===== config.mk =====
export PLATFORM = sky130hd
export DESIGN_NAME = fp_div_flat
export DESIGN_NICKNAME = d
export VERILOG_FILES = /design/src/rtl/fp_pkg.sv /design/src/rtl/fp_div_if.sv /design/src/rtl/fp_sat.sv /design/src/rtl/fp_div.sv /design/src/flat_wrapper.sv
export SDC_FILE = /design/constraint.sdc
export NUM_CORES = 1
export LEC_CHECK = 0
export ABC_AREA = 1
export BUFFER_PORTS_ARGS = -buffer_cell sky130_fd_sc_hd__buf_2
export CAP_MARGIN = 10
export CORE_UTILIZATION = 35
export DETAILED_ROUTE_END_ITERATION = 6
export PLACE_DENSITY = 0.59
export SYNTH_ARGS = -nofsm -noshare
export SYNTH_HDL_FRONTEND = slang
export SYNTH_SLANG_ARGS = --single-unit

===== constraint.sdc =====
create_clock -name Clk -period 3.05 [get_ports Clk]
set_input_delay 0.1525 -clock Clk [delete_from_list [all_inputs] [get_ports Clk]]
set_output_delay 0.1525 -clock Clk [all_outputs]
set_load 0.01 [all_outputs]

===== src/rtl/fp_pkg.sv =====
// Shared fixed-point definitions for the fp_* arithmetic blocks (fp_div, fp_mult).
// Holds default widths, the divider state encoding and signed-limit helpers.
package fp_pkg;

    localparam int FP_DATA_WIDTH = 32;
    localparam int FP_FRAC_BITS  = 24;

    typedef enum logic [1:0] {
        IDLE  = 2'd0,
        CALC  = 2'd1,
        ROUND = 2'd2,
        DONE  = 2'd3
    } fp_div_state_e;

    // Largest positive two's-complement value of a w-bit word (w <= 63).
    function automatic logic [63:0] fp_smax(input int w);
        return (64'd1 << (w - 1)) - 64'd1;
    endfunction

    // Bit pattern of the most negative w-bit value; also its magnitude.
    function automatic logic [63:0] fp_smin(input int w);
        return 64'd1 << (w - 1);
    endfunction

endpackage


===== src/rtl/fp_div_if.sv =====
// Operand/result handshake bundle for fp_div.
// master = producer/consumer side, slave = divider side.
interface fp_div_if #(
    parameter int DATA_WIDTH = 32
);
    logic                  in_valid;
    logic                  in_ready;
    logic [DATA_WIDTH-1:0] Din0;
    logic [DATA_WIDTH-1:0] Din1;
    logic                  out_valid;
    logic                  out_ready;
    logic [DATA_WIDTH-1:0] Dout;
    logic                  div_by_zero;
    logic                  overflow;

    modport master (
        output in_valid, Din0, Din1, out_ready,
        input  in_ready, out_valid, Dout, div_by_zero, overflow
    );

    modport slave (
        input  in_valid, Din0, Din1, out_ready,
        output in_ready, out_valid, Dout, div_by_zero, overflow
    );
endinterface


===== src/rtl/fp_sat.sv =====
// Purpose: sign + wide magnitude -> saturated two's-complement word with overflow flag.
// Latency: combinational, 0 cycles.
// Backpressure: none (pure function of its inputs).
module fp_sat
    import fp_pkg::*;
#(
    parameter int DATA_WIDTH = FP_DATA_WIDTH,
    parameter int MAG_WIDTH  = 57
) (
    input  logic                  sign,
    input  logic [MAG_WIDTH-1:0]  mag,
    output logic [DATA_WIDTH-1:0] dout,
    output logic                  ovf
);
    localparam logic [MAG_WIDTH-1:0]  POS_LIM = MAG_WIDTH'(fp_smax(DATA_WIDTH));
    localparam logic [MAG_WIDTH-1:0]  NEG_LIM = MAG_WIDTH'(fp_smin(DATA_WIDTH));
    localparam logic [DATA_WIDTH-1:0] SMAX    = DATA_WIDTH'(fp_smax(DATA_WIDTH));
    localparam logic [DATA_WIDTH-1:0] SMIN    = DATA_WIDTH'(fp_smin(DATA_WIDTH));

    // A zero magnitude negates to zero, so no special case is needed for -0.
    always_comb begin
        dout = '0;
        ovf  = 1'b0;
        if (sign) begin
            if (mag > NEG_LIM) begin
                dout = SMIN;
                ovf  = 1'b1;
            end else begin
                dout = -mag[DATA_WIDTH-1:0];
            end
        end else begin
            if (mag > POS_LIM) begin
                dout = SMAX;
                ovf  = 1'b1;
            end else begin
                dout = mag[DATA_WIDTH-1:0];
            end
        end
    end
endmodule


===== src/rtl/fp_div.sv =====
// Purpose: signed fixed-point divider Dout = Din0/Din1, radix-2 restoring, one quotient bit per clock.
// Latency: N+1 edges (N=DATA_WIDTH+FRACTIONAL_BITS), N+2 with FP_DIV_ROUND_EN; divide-by-zero takes 1.
// Backpressure: in_ready only in IDLE, no input buffering; DONE holds the result until out_ready.
module fp_div
    import fp_pkg::*;
#(
    parameter int DATA_WIDTH      = FP_DATA_WIDTH,
    parameter int FRACTIONAL_BITS = FP_FRAC_BITS
) (
    input  logic     Clk,
    input  logic     Reset,
    fp_div_if.slave  bus
);
    localparam int N  = DATA_WIDTH + FRACTIONAL_BITS;
    localparam int CW = $clog2(N);
    localparam logic [DATA_WIDTH-1:0] SMAX = DATA_WIDTH'(fp_smax(DATA_WIDTH));
    localparam logic [DATA_WIDTH-1:0] SMIN = DATA_WIDTH'(fp_smin(DATA_WIDTH));

    fp_div_state_e         state, state_nxt;
    logic [CW-1:0]         cnt;
    logic [N-1:0]          num, quo, quo_nxt;
    logic [DATA_WIDTH:0]   rem, rem_sh, rem_nxt;
    logic [DATA_WIDTH-1:0] dvs, mag0, mag1, dout_q, sat_dout;
    logic                  sign, dbz_q, ovf_q, qbit, sat_ovf, din1_zero;
    logic [N:0]            sat_mag;

    assign bus.in_ready    = (state == IDLE);
    assign bus.out_valid   = (state == DONE);
    assign bus.Dout        = dout_q;
    assign bus.div_by_zero = dbz_q;
    assign bus.overflow    = ovf_q;

    // Magnitudes are unsigned DATA_WIDTH bits, so the most negative operand does not wrap.
    assign mag0      = bus.Din0[DATA_WIDTH-1] ? -bus.Din0 : bus.Din0;
    assign mag1      = bus.Din1[DATA_WIDTH-1] ? -bus.Din1 : bus.Din1;
    assign din1_zero = (bus.Din1 == '0);

    always_comb begin
        rem_sh  = {rem[DATA_WIDTH-1:0], num[N-1]};
        rem_nxt = rem_sh;
        qbit    = 1'b0;
        if (rem_sh >= {1'b0, dvs}) begin
            rem_nxt = rem_sh - {1'b0, dvs};
            qbit    = 1'b1;
        end
        quo_nxt = {quo[N-2:0], qbit};
    end

`ifdef FP_DIV_ROUND_EN
    // Half away from zero on the magnitude; the sign is applied afterwards.
    logic round_up;
    assign round_up = ({rem, 1'b0} >= {2'b00, dvs});
    assign sat_mag  = {1'b0, quo} + {{N{1'b0}}, round_up};
`else
    assign sat_mag  = {1'b0, quo_nxt};
`endif

    fp_sat #(
        .DATA_WIDTH (DATA_WIDTH),
        .MAG_WIDTH  (N + 1)
    ) u_sat (
        .sign (sign),
        .mag  (sat_mag),
        .dout (sat_dout),
        .ovf  (sat_ovf)
    );

    always_ff @(posedge Clk) begin
        if (Reset) state <= IDLE;
        else       state <= state_nxt;
    end

    always_comb begin
        state_nxt = state;
        case (state)
            IDLE:  if (bus.in_valid) state_nxt = din1_zero ? DONE : CALC;
`ifdef FP_DIV_ROUND_EN
            CALC:  if (cnt == '0) state_nxt = ROUND;
`else
            CALC:  if (cnt == '0) state_nxt = DONE;
`endif
            ROUND: state_nxt = DONE;
            DONE:  if (bus.out_ready) state_nxt = IDLE;
            default: state_nxt = IDLE;
        endcase
    end

    always_ff @(posedge Clk) begin
        if (Reset) begin
            cnt    <= '0;
            num    <= '0;
            quo    <= '0;
            rem    <= '0;
            dvs    <= '0;
            sign   <= 1'b0;
            dout_q <= '0;
            dbz_q  <= 1'b0;
            ovf_q  <= 1'b0;
        end else begin
            case (state)
                IDLE: if (bus.in_valid) begin
                    sign <= bus.Din0[DATA_WIDTH-1] ^ bus.Din1[DATA_WIDTH-1];
                    num  <= {mag0, {FRACTIONAL_BITS{1'b0}}};
                    dvs  <= mag1;
                    rem  <= '0;
                    quo  <= '0;
                    cnt  <= CW'(N - 1);
                    if (din1_zero) begin
                        dout_q <= bus.Din0[DATA_WIDTH-1] ? SMIN : SMAX;
                        dbz_q  <= 1'b1;
                        ovf_q  <= 1'b0;
                    end
                end
                CALC: begin
                    rem <= rem_nxt;
                    quo <= quo_nxt;
                    num <= {num[N-2:0], 1'b0};
                    cnt <= cnt - CW'(1);
`ifndef FP_DIV_ROUND_EN
                    if (cnt == '0) begin
                        dout_q <= sat_dout;
                        ovf_q  <= sat_ovf;
                        dbz_q  <= 1'b0;
                    end
`endif
                end
`ifdef FP_DIV_ROUND_EN
                ROUND: begin
                    dout_q <= sat_dout;
                    ovf_q  <= sat_ovf;
                    dbz_q  <= 1'b0;
                end
`endif
                default: ;
            endcase
        end
    end
endmodule

===== src/flat_wrapper.sv =====
// flat-port wrapper written by rule: the top's interface ports become plain ports
module fp_div_flat import fp_pkg::*;
#(
    parameter int DATA_WIDTH      = FP_DATA_WIDTH,
    parameter int FRACTIONAL_BITS = FP_FRAC_BITS
)
  (Clk, Reset, bus_in_valid, bus_Din0, bus_Din1, bus_out_ready, bus_in_ready, bus_out_valid, bus_Dout, bus_div_by_zero, bus_overflow);
  fp_div_if #(.DATA_WIDTH(DATA_WIDTH)) bus_i ();
  input  logic Clk;
  input  logic Reset;
  input wire logic [$bits(bus_i.in_valid)-1:0] bus_in_valid;
  input wire logic [$bits(bus_i.Din0)-1:0] bus_Din0;
  input wire logic [$bits(bus_i.Din1)-1:0] bus_Din1;
  input wire logic [$bits(bus_i.out_ready)-1:0] bus_out_ready;
  output wire logic [$bits(bus_i.in_ready)-1:0] bus_in_ready;
  output wire logic [$bits(bus_i.out_valid)-1:0] bus_out_valid;
  output wire logic [$bits(bus_i.Dout)-1:0] bus_Dout;
  output wire logic [$bits(bus_i.div_by_zero)-1:0] bus_div_by_zero;
  output wire logic [$bits(bus_i.overflow)-1:0] bus_overflow;
  assign bus_i.in_valid = bus_in_valid;
  assign bus_i.Din0 = bus_Din0;
  assign bus_i.Din1 = bus_Din1;
  assign bus_i.out_ready = bus_out_ready;
  assign bus_in_ready = bus_i.in_ready;
  assign bus_out_valid = bus_i.out_valid;
  assign bus_Dout = bus_i.Dout;
  assign bus_div_by_zero = bus_i.div_by_zero;
  assign bus_overflow = bus_i.overflow;
  fp_div #(.DATA_WIDTH(DATA_WIDTH), .FRACTIONAL_BITS(FRACTIONAL_BITS)) u_core (.Clk(Clk), .Reset(Reset), .bus(bus_i));
endmodule

==> results of run 1 <==
-- metal layers --
metal  part of all wire  track usage  up-vias
met5            0.00071            0        -
li1                   -            -     6487
met1               0.48       0.2871     5948
met3              0.045      0.03699       45
met2               0.45       0.3305      286
met4              0.018      0.05508        4
-- what timing repair did --
| item | in CTS | in global routing |
|---|---|---|
| hold endpoints to repair | 1 | 0 |
| hold buffers | 1 | 0 |
| setup buffers | 1 | 7 |
| resized for setup | 24 | 79 |
| pin swaps | 4 | 22 |
| endpoints found under the setup margin | 31 | 37 |
-- power breakdown --
group          total [uW]  leakage, uW  internal [uW]  switching (uW)
clock network        2270     0.000277           1160            1110
logic               10900      0.00470           4310            6610
registers            3530      0.00159           3140             390
-- cells in the final DEF, fill, tap and decap left out, types with 6 or more instances in the layout --
cell type | Yosys | layout
a21oi_1 | 276 | 263
a21oi_2 | 4 | 15
a31oi_1 | 6 | 6
buf_2 | 17 | 102
buf_4 | 2 | 86
clkbuf_16 | 0 | 17
dfxtp_1 | 194 | 177
dfxtp_2 | 0 | 16
ha_1 | 42 | 12
ha_4 | 0 | 30
inv_1 | 208 | 200
inv_2 | 4 | 12
nand2_1 | 441 | 425
nand2_2 | 12 | 26
nand2_4 | 4 | 6
nand3_1 | 80 | 80
nand3_2 | 7 | 7
nand4_1 | 20 | 20
nor2_1 | 150 | 148
nor2_2 | 5 | 6
nor2_4 | 5 | 6
nor3_1 | 23 | 21
nor3_2 | 6 | 8
nor4_1 | 7 | 6
o211ai_1 | 23 | 23
o21ai_0 | 124 | 123
o21ai_1 | 17 | 18
o21bai_1 | 10 | 10
o221ai_1 | 10 | 7
o221ai_2 | 6 | 8
xnor2_1 | 25 | 25
xor2_1 | 52 | 52
-- final timing paths --
check,from,end,slack (ns),depth (start not counted)
worst min register to register,u_core.bus.Dout[5]$_SDFFE_PP0P_,u_core.bus.Dout[5]$_SDFFE_PP0P_,0.46,2
worst max register to register,u_core.rem[1]$_SDFFE_PP0P_,u_core.bus.Dout[28]$_SDFFE_PP0P_,0.1,24
worst min-delay path,bus_Din1[0],u_core.dvs[0]$_SDFFE_PP0P_,0.02,3
worst max-delay path,u_core.rem[1]$_SDFFE_PP0P_,u_core.bus.Dout[28]$_SDFFE_PP0P_,0.1,24
-- critical path, delay by kind of cell (launching register included) --
family	cells	cell delay (ns)
AO/OA/AOI/OAI	2	0.29
adder cells (fa/ha/maj)	2	0.38
buffers and inverters	3	0.28
flip-flops	1	0.36
AND/OR/NAND/NOR	17	1.57
-- layout make-up --
| class | instances | area [um^2] | share of cell area |
|---|---|---|---|
| Tap cell | 455 | 569.3 | 0.03785 |
| Inverter | 214 | 813.3 | 0.05407 |
| Timing Repair Buffer | 194 | 1240 | 0.08243 |
| Clock inverter | 13 | 147.6 | 0.009815 |
| Multi-Input combinational cell | 1393 | 7921 | 0.5266 |
| Sequential cell | 194 | 3908 | 0.2598 |
| Antenna cell | 4 | 10.01 | 0.0006654 |
| Clock buffer | 19 | 432.9 | 0.02878 |
-- sequential cells by signal, summed over array words and instances, names as in the netlist --
signal	cells
u_core.bus.Dout	32
u_core.bus.div_by_zero	1
u_core.bus.overflow	1
u_core.cnt	6
u_core.dvs	32
u_core.num	32
u_core.quo	55
u_core.rem	32
u_core.sign	1
u_core.state	2
-- per-stage QoR --
step	cell area, um^2	setup slack, ns	utilization	total power (uW)
floorplan	12480	0.05786	-	10250
global placement	13810	-0.2364	0.3967	13460
detailed placement	13810	-0.2160	0.3967	13510
CTS	14550	0.01280	0.4182	16060
global route	15030	-0.1232	0.4320	18150
finish	15040	0.09560	0.4323	16730
-- logic make-up after synthesis --
kind of cell               share of synthesized area
AOI/OAI and AO/OA                             0.2219
adders and majority gates                    0.04370
buffers and inverters                        0.09873
xor gates and xnor gates                     0.05402
and+or+nand+nor                               0.2705
DFF                                           0.3111
==> reports/qor.txt, run 1 <==
Max-Slew Margin vs Limit: 0.5314
Die Y: 190.9 um
PortBufs: 103
Crit Path Class: reg2reg
Crit path DAT: 3.34 ns
Most frequent cells after synthesis: 441 x nand2_1, 276 x a21oi_1, 208 x inv_1
CTS root buf: clkbuf_16
Flip-flop and latch count after synthesis: 194
Unrepaired setup endpoints after global routing: true
Max cap viols: 0
Post-Syn Nets: 2003
Initial DRT Pass Iterations: 5
Clock Latency Late Sink: 0.46 ns
Startpoint Class: register
Period minus WS final: 2.954 ns
Max Slew Vio Count: 0
Setup TNS Final: 0 ns
CTS tree: done
Initial Util: 0.3587
Worst Clk Skew: 0.01511 ns
Layout fillers: 3592
Io pins: 104
YS warnings: 0
Placed cells: 2441
Area Overhead vs Synth: 20.50%
Post-Syn Area: 0.01248 mm^2
Worst Hold Class: in2reg
LEAKAGE: 0.006562 uW
Clock sink total: 194
Pin count of the biggest net entering global routing: 136
WL/cell: 15.27 um
Initial antenna violation count: 6
Register area share after synthesis: 0.3111
Count leader, synth: nand2_1
Cell accounting for the most synthesized area: dfxtp_1
VDD IR max: 0.0007620 V
CP Capture Type: register
Rows: 68
GPL Wtd Cong: 0.9164
Die width: 190.9 um
GRT Overall Usage: 0.2081
Detailed placement HPWL: 27.14 mm
Die area: 0.03643 mm^2
GRT overflow: 0
Final ANT Viol Nets: 0
Initial DRC Count: 803
Period utilization: 0.9687
Layout Nets: 2125
Core area: 0.03480 mm^2
CP max stage cell: dfxtp_4
Final wirelength: 37.95 mm
Max Buffers Root-to-Sink: 2
Highest Clock Rate: 0.3385 GHz
Vias in the first global route: 11780
Syn avg cell area: 6.598 um^2
Share of the synthesized area in the top cell type: 0.3111
Residual DRC: 0
Slew @ Worst Pin: 0.6965 ns
Min Hold Slack: 0.02355 ns
TritonCTS Buffers: 17
First-pass GRT wire length: 60.96 mm
Gate Count Post-Synth: 1892
Asr flop ratio synth: 0
Primary FF master, synth: dfxtp_1
Vias: 12770
Max stage delay on crit path: 0.36 ns
Final setup violating endpoints: 0
PD cells: 1112 mW/mm^2
H-tree lvl count: 4
Status: completed
Via density: 5.137
CP max FO: 5
Synth area leaders: dfxtp_1 31%, nand2_1 13%, a21oi_1 11%, inv_1 6.3%, o21ai_0 5.0%
Synth cell types: 56
Share of cells above drive strength 1: 0.1875
Fin cells: 2486
Clock transition at the registers of the reported paths: 0.08 ns
Post-synth EDFFs: 0
Worst EP required: 3.43 ns
Final hold viol count: 0
Critical-path cell list: ha_4, nand2_2, nand2_2, nand2_1, nand2_1, nand2_1, nand3_2, nand2_2, nand2_4, nand2_4, nand2_4, inv_4, ha_4, nand2_4, nor3_4, nand2_2, inv_2, nand4_1, nand2_2, nand2_4, buf_6, o221ai_1, nand2_1, a21oi_1
(Power assumes the default switching activity.)
==> run 2: changes to the inputs <==
--- a/config.mk
+++ b/config.mk
@@ -6,6 +6,7 @@
 export NUM_CORES = 1
 export LEC_CHECK = 0
 export ABC_AREA = 1
+export ABC_CLOCK_PERIOD_IN_PS = 3050
 export BUFFER_PORTS_ARGS = -buffer_cell sky130_fd_sc_hd__buf_2
 export CAP_MARGIN = 10
 export CORE_UTILIZATION = 35
@@ -13,4 +14,5 @@
 export PLACE_DENSITY = 0.59
 export SYNTH_ARGS = -nofsm -noshare
 export SYNTH_HDL_FRONTEND = slang
+export SYNTH_HIERARCHICAL = 1
 export SYNTH_SLANG_ARGS = --single-unit
==> run 2 against run 1 <==
- routed wire length grew 20%
- combinational power grew 27%
- register-to-register slack gained 0.02 ns
- die area grew 15%
- via count grew 19%
- cell count grew 23%
- core utilization shrank 1.4 points
- critical path type unchanged
- largest cell class unchanged
- highest routed layer unchanged
==> reports/qor.txt, run 2 <==
Worst path bufs/invs: 3
Crit path DAT: 3.34 ns
GRT overflow: 0
Final hold viol count: 0
Setup TNS Final: 0 ns
Layout Nets: 2630
Register area share after synthesis: 0.2691
GRT Overall Usage: 0.2168
Area Overhead vs Synth: 18.18%
Setup ws final: 0.1177 ns
Dpl ws: -0.05418 ns
Share of the synthesized area in the top cell type: 0.2691
PD cells: 1140 mW/mm^2
Flip-flop and latch count after synthesis: 194
CP Capture Type: register
Synth area leaders: dfxtp_1 27%, nand2_1 21%, inv_1 7.9%, a21oi_1 7.1%, nand3_1 6.0%
Post-synthesis compound-gate area fraction: 0.1345
PortBufs: 103
Max stage delay on crit path: 0.34 ns
CTS root buf: clkbuf_16
Detailed placement HPWL: 33.56 mm
Worst reg2reg setup slack: 0.12 ns
Max-Slew Margin vs Limit: 0.5329
R2r startpoint: u_core/dvs[22]$_SDFFE_PP0P_
Final ANT Viol Nets: 0
Crit Path Class: reg2reg
Max reg flops: 55
LEAKAGE: 0.008241 uW
Final wirelength: 45.51 mm
Via density: 4.975
VDD IR max: 0.0008457 V
Share of cells above drive strength 1: 0.1620
Largest delay contributor family on the critical path: simple AND/OR/NAND/NOR gates
Count leader, synth: nand2_1
Rows: 74
Period utilization: 0.9614
Initial Util: 0.3543
Worst EP required: 3.46 ns
Adder-cell area share of the yosys netlist: 0.03866
Pin count of the biggest net entering global routing: 89
Post-Syn Nets: 2506
CP max stage cell: dfxtp_2
CTS tree: done
Hold depth: 4
Post-Synth XOR/XNOR Area: 0.03337
H-tree lvl count: 4
Clock Latency Late Sink: 0.47 ns
Final setup violating endpoints: 0
Highest Clock Rate: 0.3410 GHz
CP Launch Point: u_core/dvs[22]$_SDFFE_PP0P_
Post-synthesis mux area share: 0.0007802
Asr flop ratio synth: 0
WL/cell: 14.85 um
Max Buffers Root-to-Sink: 2
Clock transition at the registers of the reported paths: 0.08 ns
Worst Hold Class: in2reg
Largest register by flop count: u_core/quo
Residual DRC: 0
Syn avg cell area: 6.029 um^2
Die Y: 205.1 um
Vias: 15240
Cell accounting for the most synthesized area: dfxtp_1
Max cap viols: 0
CP max FO: 5
Hold EP: u_core/num[33]$_SDFFE_PP0P_
YS warnings: 6
Slew @ Worst Pin: 0.7007 ns
Primary FF master, synth: dfxtp_1
Initial DRC Count: 1017
Most common cell after layout, fill and taps aside: nand2_1
Post-Syn Area: 0.01443 mm^2
Worst Clk Skew: 0.01352 ns
Unrepaired setup endpoints after global routing: true
First-pass GRT wire length: 73.08 mm
Most frequent cells after synthesis: 799 x nand2_1, 302 x inv_1, 205 x a21oi_1
Gate Count Post-Synth: 2394
Worst path depth: 23
Io pins: 104
Simple-gate portion of the synthesized area: 0.4048
Core Util, Final: 0.4187
Clock sink total: 194
Hold Startpoint: bus_Din0[9]
Main combinational cell family by area after synthesis: simple AND/OR/NAND/NOR gates
Max Slew Vio Count: 0
Initial antenna violation count: 2
Status: completed
Die area: 0.04206 mm^2
Synth cell types: 47
Startpoint Class: register
Die width: 205.1 um
Reg2reg path depth: 23
Crit-path most repeated cell: nand2_1
GPL Wtd Cong: 0.9655
Vias in the first global route: 14380
Critical-path cell list: inv_1, ha_4, nand2_1, nand2_1, a21oi_2, nand2_1, nand2_1, nand2_2, nor2_8, nand2_8, inv_4, ha_4, nand2_4, nor2_8, nand2_4, nor2_4, nand2_8, a21oi_4, buf_6, nand2_1, nand2_1, nand2_1, a21oi_2
Reg-to-Reg End: u_core/bus.Dout[8]$_SDFFE_PP0P_
TritonCTS Buffers: 17
Period minus WS final: 2.932 ns
Core area: 0.04074 mm^2
Initial DRT Pass Iterations: 6
Post-synth EDFFs: 0
Most frequent cells in the layout: 781 x nand2_1, 294 x inv_1, 203 x a21oi_1
==> run 2: worst max path at each step <==
| stage | to | slack [ns] |
|---|---|---|
| after floorplan | u_core/bus.Dout[6]$_SDFFE_PP0P_ | 0.04 |
| after global placement | u_core/bus.overflow$_SDFFE_PP0P_ | 0.03 |
| after detailed placement | u_core/bus.overflow$_SDFFE_PP0P_ | -0.05 |
| after CTS | u_core/bus.Dout[31]$_SDFFE_PP0P_ | -0.008 |
| after global routing | u_core/bus.Dout[8]$_SDFFE_PP0P_ | -0.03 |
| final | u_core/bus.Dout[8]$_SDFFE_PP0P_ | 0.12 |
==> run 2: report_power, final <==
group / switching, uW / internal [uW]
registers: 366 / 2980
clock network: 1190 / 1130
logic: 8400 / 5380
==> run 2: layout make-up <==
type,instances,area (um^2)
Multi-Input combinational cell,1789,9344
Inverter,318,1196
Clock buffer,17,425.4
Antenna cell,1,2.502
Timing Repair Buffer,198,1315
Fill cell,4361,23680
Tap cell,532,665.6
Clock inverter,15,203.9
Sequential cell,194,3905
==> run 2: kinds of logic (layout without fill, tap and decap cells) <==
| group | Yosys count | after routing |
|---|---|---|
| xor gates and xnor gates | 55 | 55 |
| and+or+nand+nor | 1332 | 1334 |
| AOI/OAI and AO/OA | 354 | 354 |
| adders and majority gates | 44 | 44 |
| DFF | 194 | 194 |
| buffers and inverters | 413 | 548 |
| muxes | 1 | 1 |
| other | 1 | 2 |
==> run 2: worst min-delay path, cell delays in order <==
cell and delay (ns):
buf_2 0.11, nand2_1 0.05, nand3_1 0.08, a21oi_1 0.06
==> run 2: timing repair <==
item,in CTS,in global routing
setup buffers,0,3
pin swaps,0,24
endpoints found under the setup margin,6,33
hold buffers,14,0
cloned,0,2
hold endpoints to repair,18,0
gates resized for setup,2,92
==> run 2: through the flow <==
| step | cell area (um^2) | hold slack (ns) | total power, uW | std cells |
|---|---|---|---|---|
| final | 17060 | 0.02752 | 19440 | 3064 |
| after global routing | 17060 | 0.03130 | 21140 | 3064 |
| after CTS | 16510 | 0.002258 | 18580 | 3058 |
| after detailed placement | 15730 | 0.4388 | 16150 | 3012 |
| after global placement | 15730 | 0.4303 | 16070 | 3012 |
| after floorplan | 14430 | 0.3006 | 12450 | 2394 |
==> run 2: metal layers <==
| layer | global-route usage | routed length (um) | up-vias |
|---|---|---|---|
| met5 | 0 | 13 | - |
| met4 | 0.07302 | 948 | 2 |
| met3 | 0.03627 | 2280 | 56 |
| met2 | 0.3614 | 21040 | 372 |
| met1 | 0.2814 | 21230 | 6972 |
| li1 | - | - | 7840 |
